[src/rtl/mpc_sample_frontend.sv]
// Double-flop synchroniser, 4-tap rounded moving average and decimated period latch per ADC channel,
// plus sticky over-current flag. Raw-to-w0 latency 3 cycles, strobe 1 cycle after terminal count; no backpressure.
module mpc_sample_frontend #(
   parameter int unsigned DECIM  = 16,
   parameter logic [7:0]  IL_MAX = 8'd230
) (
   input  logic       wb_clk_i,
   input  logic       wb_rst_i,
   input  logic       en,
   input  logic [7:0] iL_raw,
   input  logic [7:0] vc_raw,
   input  logic [7:0] vg_raw,
   input  logic       fault_clr,
   output logic [7:0] iL,
   output logic [7:0] vc,
   output logic [7:0] vg,
   output logic       sample_valid,
   output logic       ocp_fault
);

   localparam int CW = $clog2(DECIM);

   logic [7:0]    raw [3];
   logic [7:0]    s1_q [3], s1_d [3];
   logic [7:0]    s2_q [3], s2_d [3];
   logic [7:0]    w_q [3][4], w_d [3][4];
   logic [9:0]    sum [3];
   logic [7:0]    filt [3];
   logic [7:0]    meas_q [3], meas_d [3];
   logic [2:0]    fill_q, fill_d;
   logic [CW-1:0] cnt_q, cnt_d;
   logic          sample_valid_q, sample_valid_d;
   logic          ocp_fault_q, ocp_fault_d;
   logic          filled, term, load;

   assign raw[0] = iL_raw;
   assign raw[1] = vc_raw;
   assign raw[2] = vg_raw;

   always_comb begin
      for (int c = 0; c < 3; c++) begin
         s1_d[c]   = raw[c];
         s2_d[c]   = s1_q[c];
         w_d[c][0] = s2_q[c];
         for (int k = 1; k < 4; k++) begin
            w_d[c][k] = w_q[c][k-1];
         end
         sum[c]  = {2'b00, w_q[c][0]} + {2'b00, w_q[c][1]}
                 + {2'b00, w_q[c][2]} + {2'b00, w_q[c][3]};
         // Round-half-up divide by 4; 1020+2 still fits in 10 bits.
         filt[c] = 8'((sum[c] + 10'd2) >> 2);
      end

      filled = (fill_q == 3'd4);
      term   = en && (cnt_q == CW'(DECIM - 1));
      load   = term && filled;

      fill_d = filled ? fill_q : fill_q + 3'd1;

      cnt_d = cnt_q;
      if (term) begin
         cnt_d = '0;
      end else if (en) begin
         cnt_d = cnt_q + 1'b1;
      end

      for (int c = 0; c < 3; c++) begin
         meas_d[c] = load ? filt[c] : meas_q[c];
      end
      sample_valid_d = load;

      // Setting on a fresh over-limit load outranks a simultaneous clear.
      ocp_fault_d = ocp_fault_q;
      if (load && (filt[0] > IL_MAX)) begin
         ocp_fault_d = 1'b1;
      end else if (fault_clr) begin
         ocp_fault_d = 1'b0;
      end
   end

   always_ff @(posedge wb_clk_i) begin
      if (wb_rst_i) begin
         for (int c = 0; c < 3; c++) begin
            s1_q[c]   <= '0;
            s2_q[c]   <= '0;
            meas_q[c] <= '0;
            for (int k = 0; k < 4; k++) begin
               w_q[c][k] <= '0;
            end
         end
         fill_q         <= '0;
         cnt_q          <= '0;
         sample_valid_q <= 1'b0;
         ocp_fault_q    <= 1'b0;
      end else begin
         for (int c = 0; c < 3; c++) begin
            s1_q[c]   <= s1_d[c];
            s2_q[c]   <= s2_d[c];
            meas_q[c] <= meas_d[c];
            for (int k = 0; k < 4; k++) begin
               w_q[c][k] <= w_d[c][k];
            end
         end
         fill_q         <= fill_d;
         cnt_q          <= cnt_d;
         sample_valid_q <= sample_valid_d;
         ocp_fault_q    <= ocp_fault_d;
      end
   end

   assign iL           = meas_q[0];
   assign vc           = meas_q[1];
   assign vg           = meas_q[2];
   assign sample_valid = sample_valid_q;
   assign ocp_fault    = ocp_fault_q;

endmodule

[config.mk]
export PLATFORM = sky130hd
export DESIGN_NAME = mpc_sample_frontend
export DESIGN_NICKNAME = d
export VERILOG_FILES = /design/src/rtl/mpc_sample_frontend.sv
export SDC_FILE = /design/constraint.sdc
export NUM_CORES = 1
export LEC_CHECK = 0
export ABC_AREA = 1
export BUFFER_PORTS_ARGS = -buffer_cell sky130_fd_sc_hd__buf_2
export CAP_MARGIN = 40
export CORE_UTILIZATION = 54
export DETAILED_ROUTE_END_ITERATION = 16
export MAX_ROUTING_LAYER = met4
export PLACE_DENSITY = 0.85
export SYNTH_ARGS = -nofsm -noshare
export SYNTH_HDL_FRONTEND = slang
export SYNTH_SLANG_ARGS = --single-unit
[constraint.sdc]
create_clock -name wb_clk_i -period 2.7 [get_ports wb_clk_i]
set_input_delay 0.135 -clock wb_clk_i [delete_from_list [all_inputs] [get_ports wb_clk_i]]
set_output_delay 0.135 -clock wb_clk_i [all_outputs]
set_load 0.005 [all_outputs]
# After elaboration in Yosys (flattened, before gate mapping)
# Memory sizes are Yosys's and may differ from the RTL's.
# Index checks and enable logic that the tools add are counted.
dict set report word_totals {
  input_bits 28
  word_cells 80
  register_bits 9
  ram_bits 168
  n_memories 4
}
dict set report op_classes {
  muxes 29
  add_sub_neg 14
  n_eq_ne 2
  bitwise_logic 21
  magnitude_cmp 1
  n_reduce_logical 5
}
# memory words width read_ports rd_ports_with_merged_regs write_ports line
set memory_table {}
lappend memory_table {w_q 3 32 3 0 3 26} ;# logic [7:0] w_q [3][4], w_d [3][4];
lappend memory_table {meas_q 3 8 3 0 3 29} ;# logic [7:0] meas_q [3], meas_d [3];
lappend memory_table {s1_q 3 8 3 0 3 24} ;# logic [7:0] s1_q [3], s1_d [3];
lappend memory_table {s2_q 3 8 3 0 3 25} ;# logic [7:0] s2_q [3], s2_d [3];
# cell count
set ops {}
lappend ops {{8-bit two-way mux} 24}
lappend ops {{10-bit by 2-bit adder with 10-bit output (second input constant)} 3}
lappend ops {{10-bit by 8-bit adder with 10-bit output} 3}
lappend ops {{9-bit by 8-bit adder with 10-bit output} 3}
lappend ops {{8-bit by 8-bit adder with 9-bit output} 3}
lappend ops {{1-bit bitwise OR} 21}
lappend ops {{8-bit > comparator (second input constant)} 1}
lappend ops {{1-bit two-way mux} 5}
lappend ops {{4-bit by 1-bit adder with 4-bit output (second input constant)} 1}
lappend ops {{4-bit == test (second input constant)} 1}
lappend ops {{3-bit by 1-bit adder with 3-bit output (second input constant)} 1}
lappend ops {{3-bit == test (second input constant)} 1}
lappend ops {{1-bit logical AND} 3}
lappend ops {{2-bit nonzero test} 1}
lappend ops {{2-bit OR reduction} 1}

# Longest topological paths before layout
# Gate-level depths: netlist of the first run.
dict set report depth {
  word_depth 7
  depth_mapped 17
  ltp_nobuf 17
}

# Worst setup path before layout of the first run
# OpenSTA, ideal clock, no wires.
dict set report synth_path {
  path_kind {flip-flop to flip-flop}
  startpoint {memory w_q[0][10] in the netlist's numbering}
  endpoint {register ocp_fault_q, in the netlist ocp_fault}
  slack_ns 0.141
  arrival_ns 2.491
  stages_incl_launch_ff 15
  setup_time_ns 0.068
  n_path_buf 0
  path_cell_list {dfxtp_1 > inv_1 > fa_1 > fa_1 > inv_1 > ha_1 > a21oi_1 > nand2_1 > nand3_1 > nand2_1 > nand2_1 > nand2_1 > nor2_1 > nand3_2 > a21oi_2}
}
# element line
set synth_rtl {}
lappend synth_rtl {{start, declared} 26}
lappend synth_rtl {{end signal, assigned} 107} ;# ocp_fault_q <= ocp_fault_d;
lappend synth_rtl {{end, declared} 33} ;# logic ocp_fault_q, ocp_fault_d;

==> impl_metrics.csv, run 1 <==
group,metric,value,unit
critical_path,rr_endpoint,"ocp_fault$_SDFFE_PP0P_",
timing,finalSetupViolCount,0,
critical_path,startpoint_type,"register",
floorplan,die_h,119.6,µm
critical_path,cp.required,3050,ps
clock_tree,clk_latency,420,ps
clock_tree,cts.sinks,177,
drt,drc,0,
critical_path,reg2reg_depth,15,
yosys,avgSynthCellArea,8.389,µm²
final_layout,drive_gt1_share,15.90,%
floorplan,coreArea,13350,µm²
critical_path,critPathMaxFanout,5,
yosys,yosysWarnings,0,
final_layout,final_nets,1073,
timing,hold_slack,43.42,ps
yosys,syn_nets,993,
placement,gp_congestion,0.9100,
yosys,netlist_instances,890,
critical_path,cp_top_family,"adder cells",
final_layout,num-fill-cells,997,
global_routing,antenna_found_initial,0,
clock_tree,cts.path.max_buffers,2,
timing,slew_violations,0,
yosys,synth.area.mux_share,0,%
yosys,yosysSeqAreaShare,47.46,%
timing,layout_min_cycle_time,2686,ps
drt,avgViaCountPerCell,4.576,
drt,vias,5295,
clock_tree,clock_tree.root_cell,"clkbuf_16",
clock_tree,htreeDepth,4,
yosys,synth_area_leaders,"dfxtp_1, fa_1, inv_1",
critical_path,rr_startpoint,"w_q[0][2]$_SDFF_PP0_",
clock_tree,cts-buffers-inserted,17,
yosys,synthAdderAreaFrac,17.09,%
floorplan,io_pins,54,
timing,fmax,0.3723,GHz
outcome,status,"finished, final reports clean",
yosys,yosys.area_share.xor_xnor,0.9385,%
floorplan,initial_core_util,55.93,%
yosys,syn_area,7466,µm²
final_layout,antennaDiodeCount,0,
timing,period_share,99.49,%
critical_path,rrSetupSlack,10,ps
global_routing,grt_overflow,0,
timing,fin_tns_setup,0,ps
floorplan,row_count,42,
min_path,min-delay-start,"en",
flow_run,drv_cap,0,
placement,dp_cells,1101,
pwr,ir_worst_vdd,0.0006153,V
final_layout,multiInputGateArea,3197,µm²
min_path,hp-class,"in -> reg",
timing,finClkSkew,7.891,ps
drt,drt_iter0_drc,324,
global_routing,grt_max_degree,64,
drt,wl_per_cell,11.55,µm
timing,rsz0062_at_grt,"true",
critical_path,worstPathCellList,"inv_1, fa_1, fa_1, inv_2, ha_4, nand2_1, inv_1, nand2_2, nand2_2, nand3_2, nand3_1, nand2_2, nor2_2, nand3_2, a21oi_2",
floorplan,die_w,119.6,µm
critical_path,crit_arrival,3040,ps
clock_tree,clkTransAtPathRegs,60,ps
placement,io_buffer_count,53,
critical_path,end_kind,"register",
yosys,synth.distinct_cells,31,
clock_tree,cts_tree,"yes",
final_layout,final_cells,1157,
yosys,synth-simple-area-share,17.26,%
min_path,hold_depth,3,
critical_path,max_stage_delay,510,ps
pwr,power_density,612.5,nW/µm²
global_routing,grt_pass1_vias,5398,
timing,hold_viol,0,
critical_path,crit_type,"reg -> reg",
min_path,min_to,"cnt_q[1]$_SDFFE_PP0P_",
drt,wirelength,13360,µm
yosys,ys_seq_elements,177,
floorplan,dieArea,14300,µm²
timing,timing.slew.headroom,56.11,%
pwr,leakage,4.318,nW
global_routing,grt_pass1_wl,22630,µm
yosys,synth_compound_area_share,3.922,%
critical_path,path_common_cell,"nand2_2",
final_layout,regArea,3548,µm²
final_layout,postLayoutCellArea,9022,µm²
timing,tightest_slew,658.4,ps
yosys,synth_top_family_by_area,"simple AND/OR/NAND/NOR gates",
yosys,synth_top_cell_by_area,"dfxtp_1",
placement,dp_hpwl,8698,µm
critical_path,crit_buf_inv,3,
drt,dr.pass1.iters,4,
final_layout,area_delta_synth_final,20.85,%
placement,placed_area,7890,µm²
global_routing,grt_util_all_layers,20.64,%
drt,drt.antenna.violating_nets,0,
critical_path,cpMaxStageDelayCell,"fa_1",
yosys,post-synth-top-area-fraction,47.46,%
==> cells by family after synthesis <==
kind of cell,Yosys count
AOI/OAI and AO/OA,52
xor gates and xnor gates,8
adders and majority gates,75
buffers and inverters,261
DFF,177
and+or+nand+nor,317
==> through the flow <==
stage / worst slack (ps) / util [%] / power (mW)
2_1_floorplan: 141.3 / - / 2.985
3_3_place_gp: 50.95 / 59.11 / 3.044
3_5_place_dp: -46.24 / 59.11 / 3.063
4_1_cts: 34.69 / 66.20 / 5.566
5_1_grt: -126.6 / 67.59 / 5.749
6_report: 13.89 / 67.59 / 5.526
==> cell type report <==
type	count	area share, %
sequential	177	39.33
timing repair buffer	84	6.240
tap	176	2.441
inverter	238	9.902
multi-input combinational	452	35.43
clock inverter	9	1.442
clock buffer	21	5.214
==> worst reg2reg max path, cell delays in order, from the launching register on <==
cell and delay, ps:
dfxtp_1 310, inv_1 50, fa_1 490, fa_1 510, inv_2 50, ha_4 280, nand2_1 50, inv_1 50
nand2_2 60, nand2_2 120, nand3_2 100, nand3_1 110, nand2_2 70, nor2_2 150, nand3_2 110, a21oi_2 110
==> worst max path at each step <==
stage,start,end,cells past startpoint
floorplan,w_q[0][10]$_SDFF_PP0_,ocp_fault$_SDFFE_PP0P_,14
global placement,w_q[0][10]$_SDFF_PP0_,ocp_fault$_SDFFE_PP0P_,14
detailed placement,w_q[0][10]$_SDFF_PP0_,ocp_fault$_SDFFE_PP0P_,14
CTS,w_q[0][77]$_SDFF_PP0_,meas_q[0][22]$_SDFFE_PP0P_,13
global route,w_q[0][77]$_SDFF_PP0_,meas_q[0][22]$_SDFFE_PP0P_,13
finish,w_q[0][2]$_SDFF_PP0_,ocp_fault$_SDFFE_PP0P_,15
==> report_power, final <==
part | total, mW | switching, mW | internal (mW)
logic | 0.337 | 0.190 | 0.147
registers | 2.73 | 0.0383 | 2.69
clock network | 2.46 | 0.945 | 1.52
==> registers in the layout, summed over array words and instances, names as in the netlist <==
register / cells
cnt_q: 4
fill_q: 3
meas_q: 24
ocp_fault: 1
s1_q: 24
s2_q: 24
sample_valid: 1
w_q: 96
==> per-layer routing <==
metal  GRT usage [%]  vias up  wire (µm)
met5               -        -          0
met4           8.594        0        244
met3           5.228       23        470
met2           36.27       89       7084
met1           22.05     2457       5560
li1                -     2726          -
==> cell usage in the layout, fill, tap and decap left out, drive strengths merged, types with 21 or more instances in the layout <==
| cell type | count |
|---|---|
| ha | 30 |
| inv | 238 |
| nand2 | 95 |
| buf | 59 |
| clkbuf | 21 |
| nor2 | 185 |
| dfxtp | 177 |
| a21oi | 25 |
| dlygate4sd3 | 25 |
| nand3 | 29 |
| fa | 45 |
==> synth_stat cells (all sizes together) <==
cell / count
o21ai: 15
nand2: 95
nor2: 185
nor3: 2
nand4: 1
xnor2: 4
xor2: 4
clkbuf: 16
ha: 30
dfxtp: 177
or2: 1
buf: 7
o21bai: 3
inv: 237
o211ai: 8
fa: 45
clkinv: 1
nand3b: 2
nor3b: 2
a21oi: 25
nand3: 29
o22ai: 1
==> repair_timing <==
action | 4_1_cts | 5_1_grt
cloned | 0 | 0
hold buffers | 25 | 0
hold endpoints to repair | 25 | 0
setup endpoints to repair | 6 | 12
buffers inserted | 0 | 1
pin swaps | 2 | 32
gates resized for setup | 10 | 57
Note: power is estimated with default switching activity, not from simulation.
==> run 2, diff against run 1 <==
--- a/config.mk
+++ b/config.mk
@@ -8,10 +8,10 @@
 export ABC_AREA = 1
 export BUFFER_PORTS_ARGS = -buffer_cell sky130_fd_sc_hd__buf_2
 export CAP_MARGIN = 40
-export CORE_UTILIZATION = 54
+export CORE_UTILIZATION = 55
 export DETAILED_ROUTE_END_ITERATION = 16
 export MAX_ROUTING_LAYER = met4
-export PLACE_DENSITY = 0.85
+export PLACE_DENSITY = 0.84
 export SYNTH_ARGS = -nofsm -noshare
 export SYNTH_HDL_FRONTEND = slang
 export SYNTH_SLANG_ARGS = --single-unit
==> constraint.sdc (replaced) <==
create_clock -name wb_clk_i -period 2.6 [get_ports wb_clk_i]
set_input_delay 0.13 -clock wb_clk_i [delete_from_list [all_inputs] [get_ports wb_clk_i]]
set_output_delay 0.13 -clock wb_clk_i [all_outputs]
set_load 0.005 [all_outputs]
==> run 2 against run 1 <==
Effect of this change: the run now ends with setup timing left; sequential share of layout area shrank 1.3 points; die area shrank 1.8%; worst hold slack better by 6.9 ps; routed wire length up 9.3%; final cell count is 1.4% higher; first-iteration DRC count increased by 20%; sequential cell count did not move; worst setup slack worse by 52 ps; register-to-register slack worse by 50 ps; fmax increased by 1.8%; count of clock-buffer cells in the layout is 1 lower; critical path type unchanged; critical endpoint unchanged; highest routed layer unchanged.
==> impl_metrics.csv, run 2 (synthesized netlist as in run 1, its figures left out) <==
group,metric,value,unit
final_layout,regArea,3552,µm²
clock_tree,cts_tree,"yes",
global_routing,grt_pass1_wl,22490,µm
placement,io_buffer_count,53,
floorplan,die_h,118.5,µm
placement,dp_cells,1113,
final_layout,final_cells,1173,
timing,period_share,101.5,%
pwr,leakage,4.436,nW
drt,drc,0,
placement,post-place-ws,-96.28,ps
timing,tightest_slew,568.8,ps
global_routing,grt_max_degree,122,
critical_path,max_stage_delay,530,ps
clock_tree,clock_tree.root_cell,"clkbuf_16",
drt,dr.pass1.iters,5,
critical_path,crit_buf_inv,2,
final_layout,largest_register_ffs,96,
global_routing,grt_overflow,0,
critical_path,worstPathCellList,"fa_1, inv_1, fa_1, inv_1, ha_2, nand3_2, nand2_2, nand2_2, nand2_4, nand2_1, nand2_2, nand2_1, nand3_2, nand3_2, a21oi_2",
final_layout,num-fill-cells,895,
drt,wirelength,14600,µm
final_layout,final_cell_mix,"inv_1, nor2_1, dfxtp_1, nand2_1, buf_2",
outcome,status,"complete, but fails checks",
drt,avgViaCountPerCell,4.726,
drt,vias,5544,
timing,hold_slack,50.37,ps
clock_tree,clkTransAtPathRegs,70,ps
floorplan,row_count,42,
final_layout,final_util,70.57,%
floorplan,dieArea,14040,µm²
clock_tree,cts-buffers-inserted,17,
placement,gp_congestion,0.8334,
critical_path,crit_type,"reg -> reg",
critical_path,startpoint_type,"register",
drt,drt_iter0_drc,388,
floorplan,die_w,118.5,µm
final_layout,multiInputGateArea,3418,µm²
critical_path,cp.required,2900,ps
critical_path,critPathMaxFanout,3,
min_path,hp-class,"in -> reg",
final_layout,mostFrequentLayoutCell,"inv_1",
timing,fmax,0.3790,GHz
timing,layout_min_cycle_time,2638,ps
critical_path,end_kind,"register",
final_layout,final_nets,1087,
timing,rsz0062_at_grt,"true",
critical_path,crit_arrival,2940,ps
clock_tree,htreeDepth,4,
pwr,ir_worst_vdd,0.0005727,V
global_routing,antenna_found_initial,0,
pwr,power,5.626,mW
clock_tree,clk_latency,430,ps
global_routing,grt_pass1_vias,5336,
final_layout,top_register,"w_q",
timing,setup_ws,-38.31,ps
clock_tree,cts.path.max_buffers,2,
timing,hold_viol,0,
critical_path,cp_top_family,"adder cells",
pwr,power_density,602.0,nW/µm²
placement,dp_hpwl,8282,µm
timing,slew_violations,0,
critical_path,cpMaxStageDelayCell,"fa_1",
global_routing,grt_util_all_layers,20.78,%
floorplan,io_pins,54,
floorplan,coreArea,13240,µm²
final_layout,area_delta_synth_final,25.17,%
final_layout,antennaDiodeCount,0,
flow_run,drv_cap,0,
timing,finClkSkew,7.678,ps
outcome,violations,"setup timing",
final_layout,drive_gt1_share,21.06,%
drt,drt.antenna.violating_nets,0,
floorplan,initial_core_util,56.38,%
timing,timing.slew.headroom,62.04,%
timing,finalSetupViolCount,3,
drt,wl_per_cell,12.45,µm
clock_tree,cts.sinks,177,
==> run 2: cell types whose count changed in the layout (fill, tap and decap cells not counted), sizes merged <==
cell,before,now
buf,59,73
bufinv,3,1
clkbuf,21,20
clkinv,5,7
clkinvlp,1,3
inv,238,239
==> run 2: layout make-up <==
cell class                      instances  area share, %
Clock buffer                           20          4.887
Timing Repair Buffer                   98          7.457
Clock inverter                         12          1.151
Tap cell                              176          2.356
Sequential cell                       177          38.01
Multi-Input combinational cell        452          36.58
Inverter                              238          9.560
==> run 2: tightest hold or removal path: stages <==
cell     delay, ps
buf_2          130
nor2_1         110
nor3b_1         50
==> run 2: per-layer routing <==
| layer | part of all wire [%] | vias to the layer above | GRT usage, % |
|---|---|---|---|
| li1 | - | 2760 | - |
| met1 | 40 | 2588 | 22.60 |
| met2 | 53 | 150 | 36.47 |
| met3 | 3.5 | 46 | 4.826 |
| met4 | 3.3 | 0 | 8.623 |
| met5 | 0 | - | - |
==> run 2: worst paths after layout <==
path	startpoint	to	slack (ps)	depth (start not counted)
setup / recovery	w_q[0][8]$_SDFF_PP0_	ocp_fault$_SDFFE_PP0P_	-40	15
hold / removal	en	cnt_q[0]$_SDFFE_PP0P_	50	3
setup reg to reg	w_q[0][8]$_SDFF_PP0_	ocp_fault$_SDFFE_PP0P_	-40	15
hold reg to reg	s2_q[0][7]$_SDFF_PP0_	w_q[0][31]$_SDFF_PP0_	400	2
==> run 2: through the flow <==
| stage | TNS, ps | area (µm²) |
|---|---|---|
| finish | -75.87 | 9345 |
| global route | -1067 | 9345 |
| CTS | -26.41 | 8942 |
| detailed placement | -316.6 | 8005 |
| global placement | -50.01 | 8005 |
| floorplan | 0 | 7466 |
==> run 2: repair_timing <==
item | CTS | global route
pin swaps | 7 | 52
setup buffers | 0 | 3
hold buffers | 25 | 0
hold endpoints to repair | 25 | 0
endpoints found under the setup margin | 8 | 19
gates resized for setup | 16 | 103
cloned | 0 | 0
==> run 2: where the power goes <==
part / internal, mW / switching, mW / total [mW]
Sequential: 2.79 / 0.0404 / 2.83
Combinational: 0.176 / 0.218 / 0.393
Clock: 1.37 / 1.03 / 2.40
==> run 3, diff against run 2 <==
--- a/config.mk
+++ b/config.mk
@@ -8,6 +8,7 @@
 export ABC_AREA = 1
 export BUFFER_PORTS_ARGS = -buffer_cell sky130_fd_sc_hd__buf_2
 export CAP_MARGIN = 40
+export CORE_MARGIN = 4
 export CORE_UTILIZATION = 55
 export DETAILED_ROUTE_END_ITERATION = 16
 export MAX_ROUTING_LAYER = met4
==> constraint.sdc (replaced) <==
create_clock -name wb_clk_i -period 2.6 [get_ports wb_clk_i]
set_input_delay 0.39 -clock wb_clk_i [delete_from_list [all_inputs] [get_ports wb_clk_i]]
set_output_delay 0.39 -clock wb_clk_i [all_outputs]
set_load 0.005 [all_outputs]
==> run 3 against run 2 <==
Effect of this change: the run still ends with setup timing left; critical endpoint is now meas_q[0][6]$_SDFFE_PP0P_; global-route usage fell by 3.0 points; register-to-register slack improved by 20 ps; final cell count fell by 2.0%; total power rose by 2.4%; largest cell class unchanged; sequential cell count did not move.
==> impl_metrics.csv, run 3 (synthesized netlist as in run 1, its figures left out) <==
group,metric,value,unit
outcome,status,"complete, but fails checks",
outcome,violations,"setup timing",
timing,tightest_slew,647.1,ps
floorplan,initial_core_util,56.38,%
final_layout,largest_register_ffs,96,
clock_tree,clock_tree.root_cell,"clkbuf_16",
floorplan,io_pins,54,
drt,wirelength,13410,µm
timing,slew_violations,0,
timing,period_share,100.9,%
timing,layout_min_cycle_time,2622,ps
pwr,power_density,638.4,nW/µm²
floorplan,row_count,42,
timing,finalSetupViolCount,1,
final_layout,final_cell_mix,"inv_1, nor2_1, dfxtp_1, nand2_1, buf_2",
floorplan,dieArea,15500,µm²
timing,rsz0062_at_grt,"true",
final_layout,final_nets,1064,
timing,fmax,0.3813,GHz
placement,placed_area,8008,µm²
clock_tree,cts_tree,"yes",
critical_path,crit_arrival,2910,ps
drt,dr.pass1.iters,5,
global_routing,grt_max_degree,159,
timing,setup_ws,-22.44,ps
placement,io_buffer_count,53,
critical_path,crit_type,"reg -> reg",
drt,vias,5310,
critical_path,cp.required,2880,ps
floorplan,coreArea,13240,µm²
floorplan,die_h,124.5,µm
final_layout,postLayoutCellArea,9024,µm²
timing,finClkSkew,7.301,ps
final_layout,top_register,"w_q",
clock_tree,cts.sinks,177,
final_layout,antennaDiodeCount,0,
final_layout,mostFrequentLayoutCell,"inv_1",
final_layout,final_util,68.14,%
placement,post-place-ws,-141.5,ps
min_path,hp-class,"in -> reg",
critical_path,rrSetupSlack,-20,ps
global_routing,antenna_found_initial,0,
flow_run,drv_cap,0,
drt,drc,0,
global_routing,grt_util_all_layers,17.80,%
clock_tree,clkTransAtPathRegs,60,ps
global_routing,grt_pass1_vias,5101,
critical_path,critPathMaxFanout,4,
clock_tree,clk_latency,420,ps
floorplan,die_w,124.5,µm
timing,hold_viol,0,
drt,avgViaCountPerCell,4.617,
pwr,ir_worst_vdd,0.0005041,V
pwr,leakage,4.280,nW
clock_tree,cts-buffers-inserted,17,
placement,dp_hpwl,8589,µm
timing,hold_slack,160.3,ps
drt,drt_iter0_drc,341,
drt,wl_per_cell,11.66,µm
timing,timing.slew.headroom,56.81,%
critical_path,end_kind,"register",
drt,drt.antenna.violating_nets,0,
global_routing,grt_pass1_wl,22050,µm
final_layout,drive_gt1_share,20.33,%
clock_tree,cts.path.max_buffers,2,
clock_tree,htreeDepth,4,
global_routing,grt_overflow,0,
pwr,power,5.761,mW
final_layout,area_delta_synth_final,20.86,%
placement,gp_congestion,0.8653,
critical_path,startpoint_type,"register",
-- run 3: critical path: stages, from the launching register on --
cell and delay, ps:
dfxtp_1 330, inv_2 50, fa_1 480, fa_1 540, inv_2 50, ha_4 280
nand2_1 60, inv_2 60, nand2_2 60, nand2_2 100, nand2_4 70, a21oi_4 180
nor2_4 60, a21oi_2 100, nor2_1 60
-- run 3: worst paths after layout --
| kind | from | cells past startpoint | to |
|---|---|---|---|
| setup / recovery | w_q[0][18]$_SDFF_PP0_ | 14 | meas_q[0][6]$_SDFFE_PP0P_ |
| hold / removal | vc_raw[7] | 3 | s1_q[0][15]$_SDFF_PP0_ |
| setup reg to reg | w_q[0][18]$_SDFF_PP0_ | 14 | meas_q[0][6]$_SDFFE_PP0P_ |
| hold reg to reg | s1_q[0][10]$_SDFF_PP0_ | 2 | s2_q[0][10]$_SDFF_PP0_ |
-- run 3: stage by stage --
stage / std cells / setup TNS (ps)
final: 1150 / -22.44
after global routing: 1150 / -899.8
after CTS: 1147 / 0
after detailed placement: 1115 / -489.5
after global placement: 1115 / -70.25
after floorplan: 890 / 0
-- run 3: per-layer routing --
metal  track usage (%)  routed length [µm]  up-vias
met4             6.770                 257        0
met5                 -                   0        -
met1             20.69                5589     2463
li1                  -                   -     2711
met3             4.545                 544       26
met2             29.77                7019      110
-- run 3: power by group --
part	total, mW	switching (mW)	leakage [nW]	internal, mW
clock	2.59	1.02	0.293	1.56
sequential	2.83	0.0403	1.44	2.79
combinational	0.340	0.195	2.54	0.145
total	5.76	1.26	4.28	4.50
-- run 3: final cells by class --
type	instances	area (µm²)
Clock buffer	20	456.7
Sequential cell	177	3550
Tap cell	176	220.2
Fill cell	968	4219
Inverter	238	893.4
Multi-Input combinational cell	452	3304
Timing Repair Buffer	75	445.4
Clock inverter	12	153.9
-- run 3: what timing repair did --
action / in CTS / in global routing
endpoints found under the setup margin: 11 / 18
hold buffers: 0 / 0
pin swaps: 7 / 34
gates resized for setup: 21 / 68
buffers inserted: 0 / 3
